==> config.mk <==
export PLATFORM = sky130hd
export DESIGN_NAME = exception_responder
export DESIGN_NICKNAME = d
export VERILOG_FILES = /design/src/rtl/exception_responder.sv
export SDC_FILE = /design/constraint.sdc
export NUM_CORES = 1
export LEC_CHECK = 0
export CORE_ASPECT_RATIO = 1.75
export CORE_MARGIN = 3
export CORE_UTILIZATION = 42
export CTS_CLUSTER_DIAMETER = 150
export CTS_CLUSTER_SIZE = 10
export DETAILED_ROUTE_END_ITERATION = 8
export PLACE_DENSITY = 0.81
export SYNTH_ARGS = -nofsm -noshare
export SYNTH_HDL_FRONTEND = slang
export SYNTH_SLANG_ARGS = --single-unit
export TNS_END_PERCENT = 10
==> constraint.sdc <==
create_clock -name clk -period 2.9 [get_ports clk]
set_clock_uncertainty 0.05 [all_clocks]
set_input_delay 0.725 -clock clk [delete_from_list [all_inputs] [get_ports clk]]
set_output_delay 0.725 -clock clk [all_outputs]
set_load 0.01 [all_outputs]
==> src/rtl/exception_responder.sv <==
// Exception responder: captures the faulting PC and cause, flushes the pipeline,
// redirects fetch to the handler vector and returns to EPC+4 on eret.
module exception_responder #(
  parameter int                ADDR_W      = 32,
  parameter logic [ADDR_W-1:0] VECTOR_ADDR = ADDR_W'(32'h0000_0180)
) (
  input  logic              clk,
  input  logic              rst_n,
  input  logic              exc_flag,
  input  logic              exc_overflow,
  input  logic              exc_invalid_addr,
  input  logic              exc_div_zero,
  input  logic              exc_control,
  input  logic              exc_write2_0,
  input  logic [ADDR_W-1:0] exc_pc,
  input  logic              eret,
  output logic              flush,
  output logic              pc_redirect,
  output logic [ADDR_W-1:0] pc_target,
  output logic [ADDR_W-1:0] epc,
  output logic [2:0]        cause_code,
  output logic [4:0]        cause_mask,
  output logic              exl,
  output logic              double_fault
);

  typedef enum logic [2:0] {
    IDLE     = 3'd0,
    FLUSH    = 3'd1,
    REDIRECT = 3'd2,
    HANDLER  = 3'd3,
    RETURN   = 3'd4
  } state_e;

  state_e            state_q, state_d;
  logic [ADDR_W-1:0] epc_q, epc_d;
  logic [2:0]        code_q, code_d;
  logic [4:0]        mask_q, mask_d;
  logic              exl_q, exl_d;
  logic              df_q, df_d;

  logic [4:0] causes;
  logic       trigger;

  assign causes  = {exc_write2_0, exc_control, exc_overflow, exc_div_zero, exc_invalid_addr};
  assign trigger = exc_flag | (|causes);

  // Lowest-numbered cause wins; a bare exc_flag reports the "unknown" code 7.
  function automatic logic [2:0] prioritize(input logic [4:0] m);
    logic [2:0] code;
    code = 3'd7;
    if (m[0])      code = 3'd1;
    else if (m[1]) code = 3'd2;
    else if (m[2]) code = 3'd3;
    else if (m[3]) code = 3'd4;
    else if (m[4]) code = 3'd5;
    return code;
  endfunction

  always_ff @(posedge clk or negedge rst_n) begin
    if (!rst_n) begin
      state_q <= IDLE;
      epc_q   <= '0;
      code_q  <= '0;
      mask_q  <= '0;
      exl_q   <= 1'b0;
      df_q    <= 1'b0;
    end else begin
      state_q <= state_d;
      epc_q   <= epc_d;
      code_q  <= code_d;
      mask_q  <= mask_d;
      exl_q   <= exl_d;
      df_q    <= df_d;
    end
  end

  always_comb begin
    state_d = state_q;
    epc_d   = epc_q;
    code_d  = code_q;
    mask_d  = mask_q;
    exl_d   = exl_q;
    df_d    = df_q;

    unique case (state_q)
      IDLE: begin
        if (trigger) begin
          epc_d   = exc_pc;
          mask_d  = causes;
          code_d  = prioritize(causes);
          exl_d   = 1'b1;
          state_d = FLUSH;
        end
      end
      FLUSH:    state_d = REDIRECT;
      REDIRECT: state_d = HANDLER;
      HANDLER: begin
        if (eret) state_d = RETURN;
      end
      RETURN: begin
        exl_d   = 1'b0;
        state_d = IDLE;
      end
      default:  state_d = IDLE;
    endcase

    // Any trigger while already servicing is dropped but remembered until reset.
    if (state_q != IDLE && trigger) df_d = 1'b1;
  end

  always_comb begin
    flush       = (state_q == FLUSH);
    pc_redirect = (state_q == REDIRECT) || (state_q == RETURN);
    pc_target   = '0;
    if (state_q == REDIRECT)    pc_target = VECTOR_ADDR;
    else if (state_q == RETURN) pc_target = epc_q + ADDR_W'(4);
  end

  assign epc          = epc_q;
  assign cause_code   = code_q;
  assign cause_mask   = mask_q;
  assign exl          = exl_q;
  assign double_fault = df_q;

endmodule

==> metrics, run 1 <==
status=complete, but fails checks; failing checks=negative setup slack; CTS Buf Count=5; Slew Limit Fails=0; CTS Hold Bufs=0; CP peak stage delay=0.61 ns; critical path type=register to output port; actual slew at the worst max-slew pin=0.513 ns; post-synthesis cell count=between 200 and 300; register area share after synthesis=0.440; Top Ports=~120; Setup-failing EPs final=13; CP Buf/Inv Count=1; RSZ-0062 raised after global routing=true; Multi-input gate area=1510 sq um; post-route ant nets=0; final worst setup slack=-0.127 ns; PwrDens=slightly below 1000 nW/um^2; r2r worst-path depth=5; Syn Area/Cell=9.51 sq um; initial antenna violation count=0; Pint=2.71 mW; most frequent cells in the layout=clkdlybuf4s50_1 (90), dfrtp_1 (45), buf_4 (44); Worst Path Required=approximately 2.1 ns; maximum fanout along the worst path=8; Sw Share=0.381; CTS tree=built; Synth Net Count=311; Cell Area, Synth=2560 sq um; grt ovf=0; Initial DRT Pass Iterations=4; CP max-delay cell=or4_4; layout cell share with drive strength beyond 1=0.345; largest net degree at the start of global routing=26; Die ar.=7100 sq um; I/O Buffers=116; clock root buffer=clkbuf_8; vias in the first global route=2756; Comb power frac=0.593; clock sink count=45; core area=5880 sq um; Post-layout nets=470; fillers=440; post-route minimum period=between 3 and 4 ns; Synth Warn #=0; number of flops mapped to enable cells by yosys=0; Yosys cell types=37; setup TNS=-0.744 ns; register bit count reported by yosys=45; final-report hold violation count=0; routed via count=about 2.8k; Placer Congestion=0.800; Worst Setup Start Kind=register; WL final=approximately 9 mm; ys flop type=dfrtp_1; sw power=1.67 mW; Clock Latency Late Sink=~0.30 ns; Final period util=1.04; Area Growth Syn to Fin=72.5%; CP arrival=2.25 ns; Reg power frac=0.275; CP top delay family=simple AND/OR/NAND/NOR gates; max_cap viols=0; most common cell after layout, fill and taps aside=clkdlybuf4s50_1; f_max=330 MHz; HPWL after detailed placement=roughly 6.5 mm; Vert. Die Dim=109 microns; H-tree depth=2; Tot GR Track Use=0.247; Reg area=roughly 1100 sq um; WP depth=6; 1st-iter DRT viols=roughly 170; drt wl/cell=18.0 microns; Starting Density=0.435; Synth async-reset ratio=1.00; Die Wd=65.0 microns; Clock Power Share=0.131; Slew HR=0.658; first-pass GRT wire length=13.5 mm; P_leak=1.87 nW; clk slew on worst S/H paths=approximately 0.090 ns; CP endpoint kind=output port; maximum VDD drop=about 0.00075 V; crit-path cells=ha_2 -> nand3_2 -> or4_4 -> or3_4 -> a21oi_2 -> buf_2; worst min-delay path class=input pin to asynchronous set/reset pin; DR DRC count=0; # rows=37; Vias/cell=5.58; diode count=0; Placement Setup Slack=-0.258 ns; clock buffer depth=2
## stage by stage
| step | power [mW] | instance area [sq um] | utilization | hold WS (ns) | cells |
|---|---|---|---|---|---|
| after detailed placement | 3.67 | 4110 | 0.700 | 0.406 | 494 |
| after floorplan | 2.26 | 2560 | - | 0.379 | 269 |
| after CTS | 4.27 | 4290 | 0.730 | 0.330 | 504 |
| after global routing | 4.64 | 4410 | 0.750 | 0.352 | 507 |
| final | 4.38 | 4410 | 0.750 | 0.328 | 507 |
| after global placement | 3.60 | 4110 | 0.700 | 0.397 | 494 |
## routing by layer
layer  track usage  routed length [microns]  up-vias
met5             0                        0        -
met4         0.139                      440        0
met3        0.0278                      375       41
met2         0.473                     5210      117
met1         0.253                     3110     1381
li1              -                        -     1290
## synthesized netlist by cell type, types with 2 or more instances
cell type / number / area (sq um)
o21ai_0: 19 / 95.1
and4_1: 3 / 26.3
xnor2_1: 4 / 35.0
a21oi_1: 20 / 100
mux2i_1: 4 / 40.0
nand4_1: 10 / 62.6
a21o_1: 2 / 15.0
clkbuf_1: 8 / 30.0
dfrtp_1: 45 / 1130
o31ai_1: 3 / 22.5
or2_2: 5 / 31.3
inv_1: 9 / 33.8
nor4_1: 3 / 18.8
nor2_1: 16 / 60.1
nand2_1: 21 / 78.8
buf_2: 6 / 30.0
and2_1: 4 / 25.0
or4_1: 5 / 37.5
xor2_1: 3 / 26.3
and3_1: 2 / 12.5
nand2b_1: 3 / 18.8
nand3_1: 11 / 55.1
mux2_2: 32 / 360
o311ai_0: 2 / 17.5
or3_1: 10 / 62.6
o21a_1: 2 / 15.0
nor3_1: 7 / 35.0
## kinds of logic after synthesis
group	Yosys count	share of synthesized area
buffers and inverters	24	0.0396
AO/OA/AOI/OAI	51	0.113
flip-flops	45	0.440
multiplexers	36	0.157
XOR/XNOR	7	0.0240
AND/OR/NAND/NOR	105	0.222
adder cells (fa/ha/maj)	1	0.00489
## state kept, by name (all words and copies together) (netlist names)
name,count
cause_mask,5
state_q,3
exl,1
epc,32
cause_code,3
double_fault,1
## power groups by stage
stage | Clock, mW | Combinational, mW | Sequential, mW
after floorplan | 0 | 0.879 | 1.39
after global placement | 0 | 2.43 | 1.17
after detailed placement | 0 | 2.48 | 1.19
after CTS | 0.582 | 2.51 | 1.18
after global routing | 0.608 | 2.78 | 1.25
final | 0.575 | 2.60 | 1.21
## worst paths after layout
check | start | to | slack, ns
min reg2reg | double_fault$_DFFE_PN0P_ | double_fault$_DFFE_PN0P_ | 0.42
max | epc[2]$_DFFE_PN0P_ | pc_target[22] | -0.13
max in group asynchronous | rst_n | epc[8]$_DFFE_PN0P_ | 1.73
min in group clk | double_fault$_DFFE_PN0P_ | double_fault$_DFFE_PN0P_ | 0.42
max reg2reg | state_q[0]$_DFFE_PN0P_ | epc[30]$_DFFE_PN0P_ | 0.86
min | rst_n | epc[18]$_DFFE_PN0P_ | 0.33
## repair_timing
item	in CTS	in global routing
endpoints found under the setup margin	21	26
pin swaps	2	14
resized for setup	62	52
buffers inserted	2	3
## worst register-to-register path, delay by kind of cell, from the launching register on
| kind | cells | cell delay (ns) |
|---|---|---|
| simple gates | 1 | 0.46 |
| buf+inv | 2 | 0.48 |
| mux | 1 | 0.38 |
| compound gates | 1 | 0.18 |
| flops | 1 | 0.38 |
## area by class of cell
class                   count  share of cell area
multi-input cells         200               0.342
well taps                  78              0.0221
clock inverters             3              0.0156
repair buffers            167               0.341
flip-flops and latches     45               0.255
inverters                   9             0.00766
clock buffers               5              0.0156
No activity file was read; power rests on OpenSTA's default activity.
==> run 2, diff against run 1 <==
- CORE_ASPECT_RATIO: 1.75 -> unset
- CTS_CLUSTER_SIZE: 10 -> unset
==> run 2 against run 1 <==
Global-route usage shrank 0.32 points. The flow still finishes with violations (negative setup slack). Utilization grew 1.8 points. Final cell count is the same. Routed wire length shrank 0.59%. Critical path depth is the same. Combinational power is essentially flat.
==> metrics, run 2 (synthesis results as in run 1) <==
reg-to-reg critical path startpoint=state_q[0]$_DFFE_PN0P_; Clock Power Share=0.110; end of the worst register-to-register path=epc[18]$_DFFE_PN0P_; max FFs per register=32; post-route minimum period=3.01 ns; Worst Setup SP=epc[9]$_DFFE_PN0P_; 1st-iter DRT viols=125; H-tree depth=2; CP endpoint kind=output port; HPWL after detailed placement=6.22 mm; Setup-failing EPs final=14; Slew HR=0.698; routed via count=2832; final worst setup slack=-0.106 ns; worst min-delay path class=input pin to asynchronous set/reset pin; maximum VDD drop=approximately 0.00068 V; failing checks=negative setup slack; Post-layout nets=477; layout cell share with drive strength beyond 1=0.343; Vert. Die Dim=84.0 microns; r2r worst-path depth=5; clk slew on worst S/H paths=0.09 ns; # rows=27; Final period util=1.04; CTS Buf Count=5; sw power=1.65 mW; dpl cell area=around 4100 sq um; Reg power frac=0.284; Slew Limit Fails=0; max_cap viols=0; PwrDens=974 nW/um^2; grt ovf=0; Placement Setup Slack=-0.195 ns; Tot GR Track Use=0.244; final core area utilization=0.768; Worst Path Required=2.12 ns; diode count=0; first-pass GRT wire length=13.9 mm; Die ar.=7060 sq um; maximum fanout along the worst path=5; most frequent cells in the layout=clkdlybuf4s50_1 (90), buf_4 (54), dfrtp_1 (44); Comb power frac=0.606; actual slew at the worst max-slew pin=0.453 ns; f_max=333 MHz; core area=between 5000 and 6000 sq um; Initial DRT Pass Iterations=4; clock buffer depth=2; vias in the first global route=~2.8k; Pint=2.62 mW; P_leak=~1.9 nW; post-route ant nets=0; Final Cell Area=4390 sq um; Die Wd=84.0 microns; critical path type=register to output port; drt wl/cell=around 18 microns; Placer Congestion=0.865; Clock Latency Late Sink=0.30 ns; CTS Hold Bufs=0; R2R Setup Slk=between 0.8 and 0.9 ns; CTS tree=built; DR DRC count=0; Vias/cell=5.59; Power Total=4.27 mW; most common cell after layout, fill and taps aside=clkdlybuf4s50_1; WL final=9.08 mm; I/O Buffers=116; clock root buffer=clkbuf_8; Top Ports=117; CP arrival=about 2.2 ns; Worst Setup Start Kind=register; final-report hold violation count=0; Area Growth Syn to Fin=71.5%; initial antenna violation count=0; status=complete, but fails checks; RSZ-0062 raised after global routing=true; Sw Share=0.386; setup TNS=-0.893 ns; largest net degree at the start of global routing=30; Starting Density=0.448; clock sink count=45
run 2: cell types whose count changed in the layout (fill, tap and decap cells not counted), sizes merged:
cell | previous run | this run
or4 | 5 | 6
buf | 64 | 70
inv | 10 | 9
clkbuf | 10 | 8
clkinv | 0 | 1
clkdlybuf4s15 | 0 | 2
bufinv | 2 | 1
run 2: what timing repair did:
item,CTS,global route
pin swaps,9,10
endpoints found under the setup margin,20,29
gates cloned,1,0
setup buffers,4,3
resized for setup,74,34
run 2: through the flow:
stage          hold slack [ns]  instances
3_3_place_gp             0.396        492
2_1_floorplan            0.379        269
3_5_place_dp             0.396        492
6_report                 0.304        507
5_1_grt                  0.320        507
4_1_cts                  0.308        504
run 2: layout make-up:
cell class | count | area [sq um]
clock buffer | 5 | 68.8
clock inverter | 2 | 35.0
fill | 381 | 1320
inverter | 9 | 33.8
multi-input combinational | 201 | 1500
sequential | 45 | 1130
tap | 72 | 90.1
timing repair buffer | 173 | 1530
run 2: power by group through the flow:
stage,logic [mW],clock network [mW],registers [mW]
2_1_floorplan,0.879,0,1.39
3_3_place_gp,2.38,0,1.17
3_5_place_dp,2.44,0,1.19
4_1_cts,2.50,0.479,1.18
5_1_grt,2.76,0.503,1.25
6_report,2.59,0.470,1.21
run 2: worst max-delay path: stages (launching register included):
cell	delay [ns]
dfrtp_1	0.39
nand4_1	0.17
buf_4	0.19
or4_4	0.55
or3_1	0.34
a21oi_2	0.15
buf_2	0.14
run 2: metal layers:
| layer | track usage | share of wire |
|---|---|---|
| met5 | 0 | 0 |
| met4 | 0.0819 | 0.024 |
| met3 | 0.0592 | 0.072 |
| met2 | 0.434 | 0.52 |
| met1 | 0.285 | 0.38 |
run 2: worst max path at each step:
stage	endpoint	slack (ns)
floorplan	pc_target[14]	0.14
global placement	pc_target[14]	-0.15
detailed placement	pc_target[22]	-0.19
CTS	pc_target[14]	-0.13
global route	pc_target[21]	-0.16
finish	pc_target[17]	-0.11
